File: src/rtl/hist_pkg.sv
// Shared definitions for the histogram readout scheduler: default geometry,
// FSM state encoding and the stream word layout.
package hist_pkg;

   localparam int unsigned NCH_DEF    = 64;
   localparam int unsigned NWORDS_DEF = 8;
   localparam int unsigned RD_LAT_DEF = 3;

   typedef enum logic [2:0] {
      IDLE,
      SEL,
      CAP,
      STREAM,
      DONE,
      CLR
   } state_t;

   typedef struct packed {
      logic [31:0] data;
      logic [7:0]  chan;
      logic [2:0]  idx;
      logic        last;
   } stream_word_t;

endpackage

File: src/rtl/hist_auto_timer.sv
// Periodic auto-scan tick generator: counts clk_adc cycles while enabled and
// pulses tick once every auto_period cycles.
module hist_auto_timer (
   input  logic        clk_adc,
   input  logic        rst,
   input  logic        auto_en,
   input  logic [31:0] auto_period,
   output logic        tick
);

   logic [31:0] cnt_q;
   logic [31:0] period_q;
   logic        enabled;
   logic        restart;

   // A changed period is seen one cycle before period_q catches up; the count
   // is forced back to 0 on that cycle and no tick may fire from the stale count.
   always_comb begin
      enabled = auto_en && (auto_period != '0);
      restart = (auto_period != period_q);
      tick    = enabled && !restart && (cnt_q == auto_period - 32'd1);
   end

   always_ff @(posedge clk_adc) begin
      if (rst) begin
         cnt_q    <= '0;
         period_q <= '0;
      end else begin
         period_q <= auto_period;
         if (restart || !enabled || tick) begin
            cnt_q <= '0;
         end else begin
            cnt_q <= cnt_q + 32'd1;
         end
      end
   end

endmodule

File: src/rtl/hist_readout_sched.sv
// Histogram readout/clear sequencer: selects each channel, waits the select
// latency, snapshots its words and streams them; also steps resethist over all channels.
module hist_readout_sched
   import hist_pkg::*;
#(
   parameter int unsigned NCH    = NCH_DEF,
   parameter int unsigned NWORDS = NWORDS_DEF,
   parameter int unsigned RD_LAT = RD_LAT_DEF
) (
   input  logic                 clk_adc,
   input  logic                 rst,
   input  logic                 scan_start,
   input  logic                 clear_start,
   input  logic                 auto_en,
   input  logic [31:0]          auto_period,
   output logic [7:0]           hist_sel,
   input  logic [NWORDS*32-1:0] hist_in,
   output logic                 resethist,
   output logic                 out_valid,
   input  logic                 out_ready,
   output logic [31:0]          out_data,
   output logic [7:0]           out_chan,
   output logic [2:0]           out_idx,
   output logic                 out_last,
   output logic                 busy,
   output logic [15:0]          scan_count
);

   localparam int unsigned WW        = (RD_LAT > 1) ? $clog2(RD_LAT) : 1;
   localparam logic [WW-1:0] LAST_WAIT = WW'(RD_LAT - 1);
   localparam logic [7:0]    LAST_CHAN = 8'(NCH - 1);
   localparam logic [2:0]    LAST_IDX  = 3'(NWORDS - 1);

   state_t                  state_q, state_d;
   logic [7:0]              chan_q, chan_d;
   logic [WW-1:0]           wait_q, wait_d;
   logic [2:0]              idx_q, idx_d;
   logic [NWORDS-1:0][31:0] shadow_q;
   logic                    pend_scan_q, pend_scan_d;
   logic                    pend_clr_q, pend_clr_d;
   logic [15:0]             scan_count_q;
   logic                    cap_en;
   logic                    cnt_inc;
   logic                    auto_tick;
   logic                    scan_req, clr_req;
   logic                    take_scan, take_clr;
   stream_word_t            word;

   hist_auto_timer u_auto_timer (
      .clk_adc     (clk_adc),
      .rst         (rst),
      .auto_en     (auto_en),
      .auto_period (auto_period),
      .tick        (auto_tick)
   );

   // Requests arriving this cycle are visible to IDLE immediately, which gives
   // the RD_LAT+2 start latency; anything not taken lands in a one-deep flag.
   always_comb begin
      state_d   = state_q;
      chan_d    = chan_q;
      wait_d    = wait_q;
      idx_d     = idx_q;
      cap_en    = 1'b0;
      cnt_inc   = 1'b0;
      take_scan = 1'b0;
      take_clr  = 1'b0;
      scan_req  = pend_scan_q || scan_start || auto_tick;
      clr_req   = pend_clr_q || clear_start;

      case (state_q)
         IDLE: begin
            chan_d = '0;
            wait_d = '0;
            idx_d  = '0;
            if (clr_req) begin
               take_clr = 1'b1;
               state_d  = CLR;
            end else if (scan_req) begin
               take_scan = 1'b1;
               state_d   = SEL;
            end
         end
         SEL: begin
            if (wait_q == LAST_WAIT) begin
               state_d = CAP;
            end else begin
               wait_d = wait_q + WW'(1);
            end
         end
         CAP: begin
            cap_en  = 1'b1;
            wait_d  = '0;
            idx_d   = '0;
            state_d = STREAM;
         end
         STREAM: begin
            if (out_ready) begin
               if (idx_q == LAST_IDX) begin
                  idx_d = '0;
                  if (chan_q == LAST_CHAN) begin
                     chan_d  = '0;
                     state_d = DONE;
                  end else begin
                     chan_d  = chan_q + 8'd1;
                     state_d = SEL;
                  end
               end else begin
                  idx_d = idx_q + 3'd1;
               end
            end
         end
         DONE: begin
            cnt_inc = 1'b1;
            state_d = IDLE;
         end
         CLR: begin
            if (wait_q == LAST_WAIT) begin
               wait_d = '0;
               if (chan_q == LAST_CHAN) begin
                  chan_d  = '0;
                  state_d = IDLE;
               end else begin
                  chan_d = chan_q + 8'd1;
               end
            end else begin
               wait_d = wait_q + WW'(1);
            end
         end
         default: state_d = IDLE;
      endcase

      pend_scan_d = scan_req && !take_scan;
      pend_clr_d  = clr_req && !take_clr;
   end

   always_ff @(posedge clk_adc) begin
      if (rst) begin
         state_q      <= IDLE;
         chan_q       <= '0;
         wait_q       <= '0;
         idx_q        <= '0;
         shadow_q     <= '0;
         pend_scan_q  <= 1'b0;
         pend_clr_q   <= 1'b0;
         scan_count_q <= '0;
      end else begin
         state_q     <= state_d;
         chan_q      <= chan_d;
         wait_q      <= wait_d;
         idx_q       <= idx_d;
         pend_scan_q <= pend_scan_d;
         pend_clr_q  <= pend_clr_d;
         if (cap_en) begin
            shadow_q <= hist_in;
         end
         if (cnt_inc) begin
            scan_count_q <= scan_count_q + 16'd1;
         end
      end
   end

   always_comb begin
      word.data = shadow_q[idx_q];
      word.chan = chan_q;
      word.idx  = idx_q;
      word.last = (chan_q == LAST_CHAN) && (idx_q == LAST_IDX);

      out_valid  = (state_q == STREAM);
      out_data   = word.data;
      out_chan   = word.chan;
      out_idx    = word.idx;
      out_last   = out_valid && word.last;
      hist_sel   = chan_q;
      resethist  = (state_q == CLR);
      busy       = (state_q != IDLE);
      scan_count = scan_count_q;
   end

endmodule

File: config.mk
export PLATFORM = sky130hd
export DESIGN_NAME = hist_readout_sched
export DESIGN_NICKNAME = d
export VERILOG_FILES = /design/src/rtl/hist_pkg.sv /design/src/rtl/hist_auto_timer.sv /design/src/rtl/hist_readout_sched.sv
export SDC_FILE = /design/constraint.sdc
export NUM_CORES = 1
export LEC_CHECK = 0
export ABC_AREA = 1
export CORE_MARGIN = 3
export CORE_UTILIZATION = 56
export DETAILED_ROUTE_END_ITERATION = 16
export PLACE_DENSITY = 0.87
export SYNTH_ARGS = -nofsm -noshare
export SYNTH_HDL_FRONTEND = slang
export SYNTH_HIERARCHICAL = 1
export SYNTH_SLANG_ARGS = --single-unit
export TNS_END_PERCENT = 100
File: constraint.sdc
create_clock -name clk_adc -period 3.6 [get_ports clk_adc]
set_input_delay 0.72 -clock clk_adc [delete_from_list [all_inputs] [get_ports clk_adc]]
set_output_delay 0.72 -clock clk_adc [all_outputs]
set_load 0.02 [all_outputs]
==> results.yml <==
pwr:
  peakVddDrop_uv: 396
  leakage_nw: 8.65
  p_per_area_nw_per_um2: 676
synth:
  synth_fp_nets: 2875
  synth_edf_count: 0
  synth-async-reset-ratio_pct: 0
  synth_cells: 2572
  synth-seq-cells: 354
  synth_area_per_cell_um2: 6.71
  syn_area_um2: 17300
  yosys_warnings: 6
  synth_seq_area_share_pct: 41.1
  ys_types: 46
  synthFlopType: "dfxtp_1"
floorplan:
  rows: 63
  ioPinCount: 365
  start_util_pct: 57.5
  fp.dieH_um: 182
  core_um2: 30000
  die_area_um2: 33000
  die_w_um: 182
critical_path:
  path_class: "register to output port"
  worstPathCellList: "clkbuf_8 > ha_1 > ha_1 > nor3b_1 > clkdlybuf4s50_1"
  critPathMaxFanout: 59
  crit_path_frequent_cell: "ha_1"
  crit_required_ns: 2.88
  cpMaxStageDelayCell: "clkdlybuf4s50_1"
  end_kind: "output port"
  critical_path.startpoint_type: "register"
  r2r.worst_path.cells: 10
  r2r_end: "u_auto_timer/cnt_q[28]"
  reg2reg_slack_ns: 1.11
  slowest_delay_ns: 0.69
  crit_arrival_ns: 2.83
  reg2reg_from: "u_auto_timer/cnt_q[0]"
timing:
  slew_viol_final: 0
  worst_slack_ns: 0.0502
  tightest_slew_ns: 0.616
  rsz0062_at_grt: "yes"
  finalCritPeriodShare_pct: 98.6
  hold_violations: 0
  max_freq_mhz: 282
  finalSetupTns_ns: 0
  finalSetupViolations: 0
  slew_headroom_pct: 58.9
  skew_ns: 0.0127
  fin_crit_ns: 3.55
routing:
  wire_per_inst_um: 18.1
  drt-initial-drc-count: 2086
  drtPass1Iterations: 6
  drcViolationCount: 0
  ant_nets: 0
  wl_mm: 59.2
  vias: 18500
  via_per_inst: 5.63
clock_network:
  numCtsBuffers: 39
  clk_latency_ns: 0.54
  cts_max_path_buffers: 3
  cts_hold_buf: 0
  h-tree-depth: 2
  cts_tree: "built"
  root_buffer: "clkbuf_16"
  clock_sinks: 354
  clkSlewWorstSetupHoldPaths_ns: 0.05
status:
  status: "finished, final reports clean"
place:
  dp_slack_ns: 0.0738
  place.gp.congestion: 0.965
  place_inst: 3200
  port_buffers: 364
  dp_hpwl_mm: 42.5
  place_area_um2: 20900
final_layout:
  final_layout_size_suffix_gt1_share_pct: 6.11
  fin_nets: 3154
  stdcell_count: 3279
  final_common_cell: "nor2_1"
  area_growth_pct: 29.4
  final_area_um2: 22300
  final_cell_mix: "nor2_1 (833), o21ai_0 (401), clkdlybuf4s50_1 (364), dfxtp_1 (352), nand2_1 (310)"
grt:
  grt_antenna_before_repair: 12
  grt_pass1_wl_mm: 91.2
  grt.total_usage_pct: 33.9
  grt_start_max_net_pins: 111
  grt_pass1_vias: 17400
  grt_remaining_overflow: 0
hold_path:
  worst_hold_path_type: "register to register"
  hp-start: "shadow_q[223]"
  min_path_cells: 2
  min_to: "shadow_q[223]"
job:
  cap_violations: 0
[registers in the layout (all words and copies together), names as in the netlist]
register / count
pend_clr_q: 1
u_auto_timer/period_q: 32
wait_q: 2
hist_sel: 8
out_idx: 3
scan_count: 16
shadow_q: 256
pend_scan_q: 1
state_q: 3
u_auto_timer/cnt_q: 32
[routing by layer]
metal / vias up / part of all wire, % / track usage, %
met5: - / 0.079 / 0
met4: 8 / 4.8 / 15.2
met3: 179 / 10 / 7.29
met2: 1038 / 45 / 54.7
met1: 8450 / 40 / 43.8
li1: 8781 / - / -
[worst max path at each step]
stage               slack (ns)           start  depth (start not counted)            to
floorplan                 1.03  auto_period[0]                         17    state_q[2]
global placement          0.16  auto_period[0]                         18    state_q[2]
detailed placement        0.07  auto_period[0]                         18    state_q[2]
CTS                       0.06      out_idx[0]                          7  out_data[25]
global route             -0.02      out_idx[0]                          6  out_data[23]
finish                    0.05      out_idx[0]                          5      out_last
[critical path: cells and delay by family, from the launching register on]
kind                       cells  cell delay [ns]
buffers and inverters          2             1.10
adders and majority gates      2             0.46
and+or+nand+nor                1             0.37
DFF                            1             0.38
[per-stage QoR]
step | hold slack, ns | total power, mW | utilization (%)
2_1_floorplan | 0.439 | 8.66 | -
3_3_place_gp | 0.457 | 10.7 | 69.7
3_5_place_dp | 0.466 | 10.8 | 69.7
4_1_cts | 0.479 | 15.0 | 74.2
5_1_grt | 0.495 | 15.9 | 74.3
6_report | 0.477 | 15.1 | 74.3
[power by group]
| group | internal (mW) | leakage [nW] | total, mW | switching (mW) |
|---|---|---|---|---|
| clock | 2.57 | 0.660 | 4.21 | 1.64 |
| sequential | 4.72 | 2.88 | 5.18 | 0.463 |
| combinational | 2.13 | 5.11 | 5.69 | 3.56 |
[Yosys cell counts, types with 2 or more instances]
library cell  number  area [um2]
ha_1               9         113
a31oi_1           32         200
clkbuf_1          71         267
nand4_1           23         144
o21bai_1           5        37.5
buf_6              3        33.8
nor3_2             3        30.0
buf_1              3        11.3
buf_2             37         185
nor2_4             4        45.0
o21ai_0          401        2010
nor3b_1            2        15.0
dfxtp_1          354        7090
nand3b_1           6        45.0
nand3_1           50         250
nor2_1           833        3130
nand2_2           11        68.8
xnor2_1           30         263
nand2_4            2        22.5
nor2_2            45         282
inv_2             11        41.3
clkinv_1           3        11.3
o22ai_1            6        37.5
o21a_1             2        15.0
clkbuf_2          11        55.1
xor2_1            41         359
nand3_2            4        40.0
nor3_1            24         120
inv_1            131         492
o21ai_1           10        50.1
nand2_1          310        1160
buf_4             27         203
a21oi_1           55         275
[cell families (layout without fill, tap and decap cells)]
| group | Yosys count | after routing | share of synthesized area [%] |
|---|---|---|---|
| AO/OA/AOI/OAI | 516 | 516 | 15.5 |
| XOR/XNOR | 72 | 72 | 3.73 |
| adder cells (fa/ha/maj) | 9 | 9 | 0.653 |
| buffers and inverters | 297 | 606 | 7.53 |
| flip-flops | 354 | 354 | 41.1 |
| other | 0 | 8 | 0 |
| AND/OR/NAND/NOR | 1324 | 1324 | 31.5 |
[final cells by class]
| cell class | instances | area, um2 |
|---|---|---|
| clock inverter | 13 | 215 |
| timing repair buffer | 390 | 3930 |
| inverter | 145 | 562 |
| multi-input combinational | 1921 | 8880 |
| tap | 390 | 488 |
| clock buffer | 58 | 1140 |
| antenna | 8 | 20.0 |
| sequential | 354 | 7090 |
| fill | 2351 | 7710 |
[timing repair]
| item | 4_1_cts | 5_1_grt |
|---|---|---|
| cloned | 0 | 0 |
| endpoints found under the setup margin | 12 | 13 |
| setup buffers | 0 | 0 |
| resized for setup | 2 | 3 |
(Power assumes the default switching activity.)
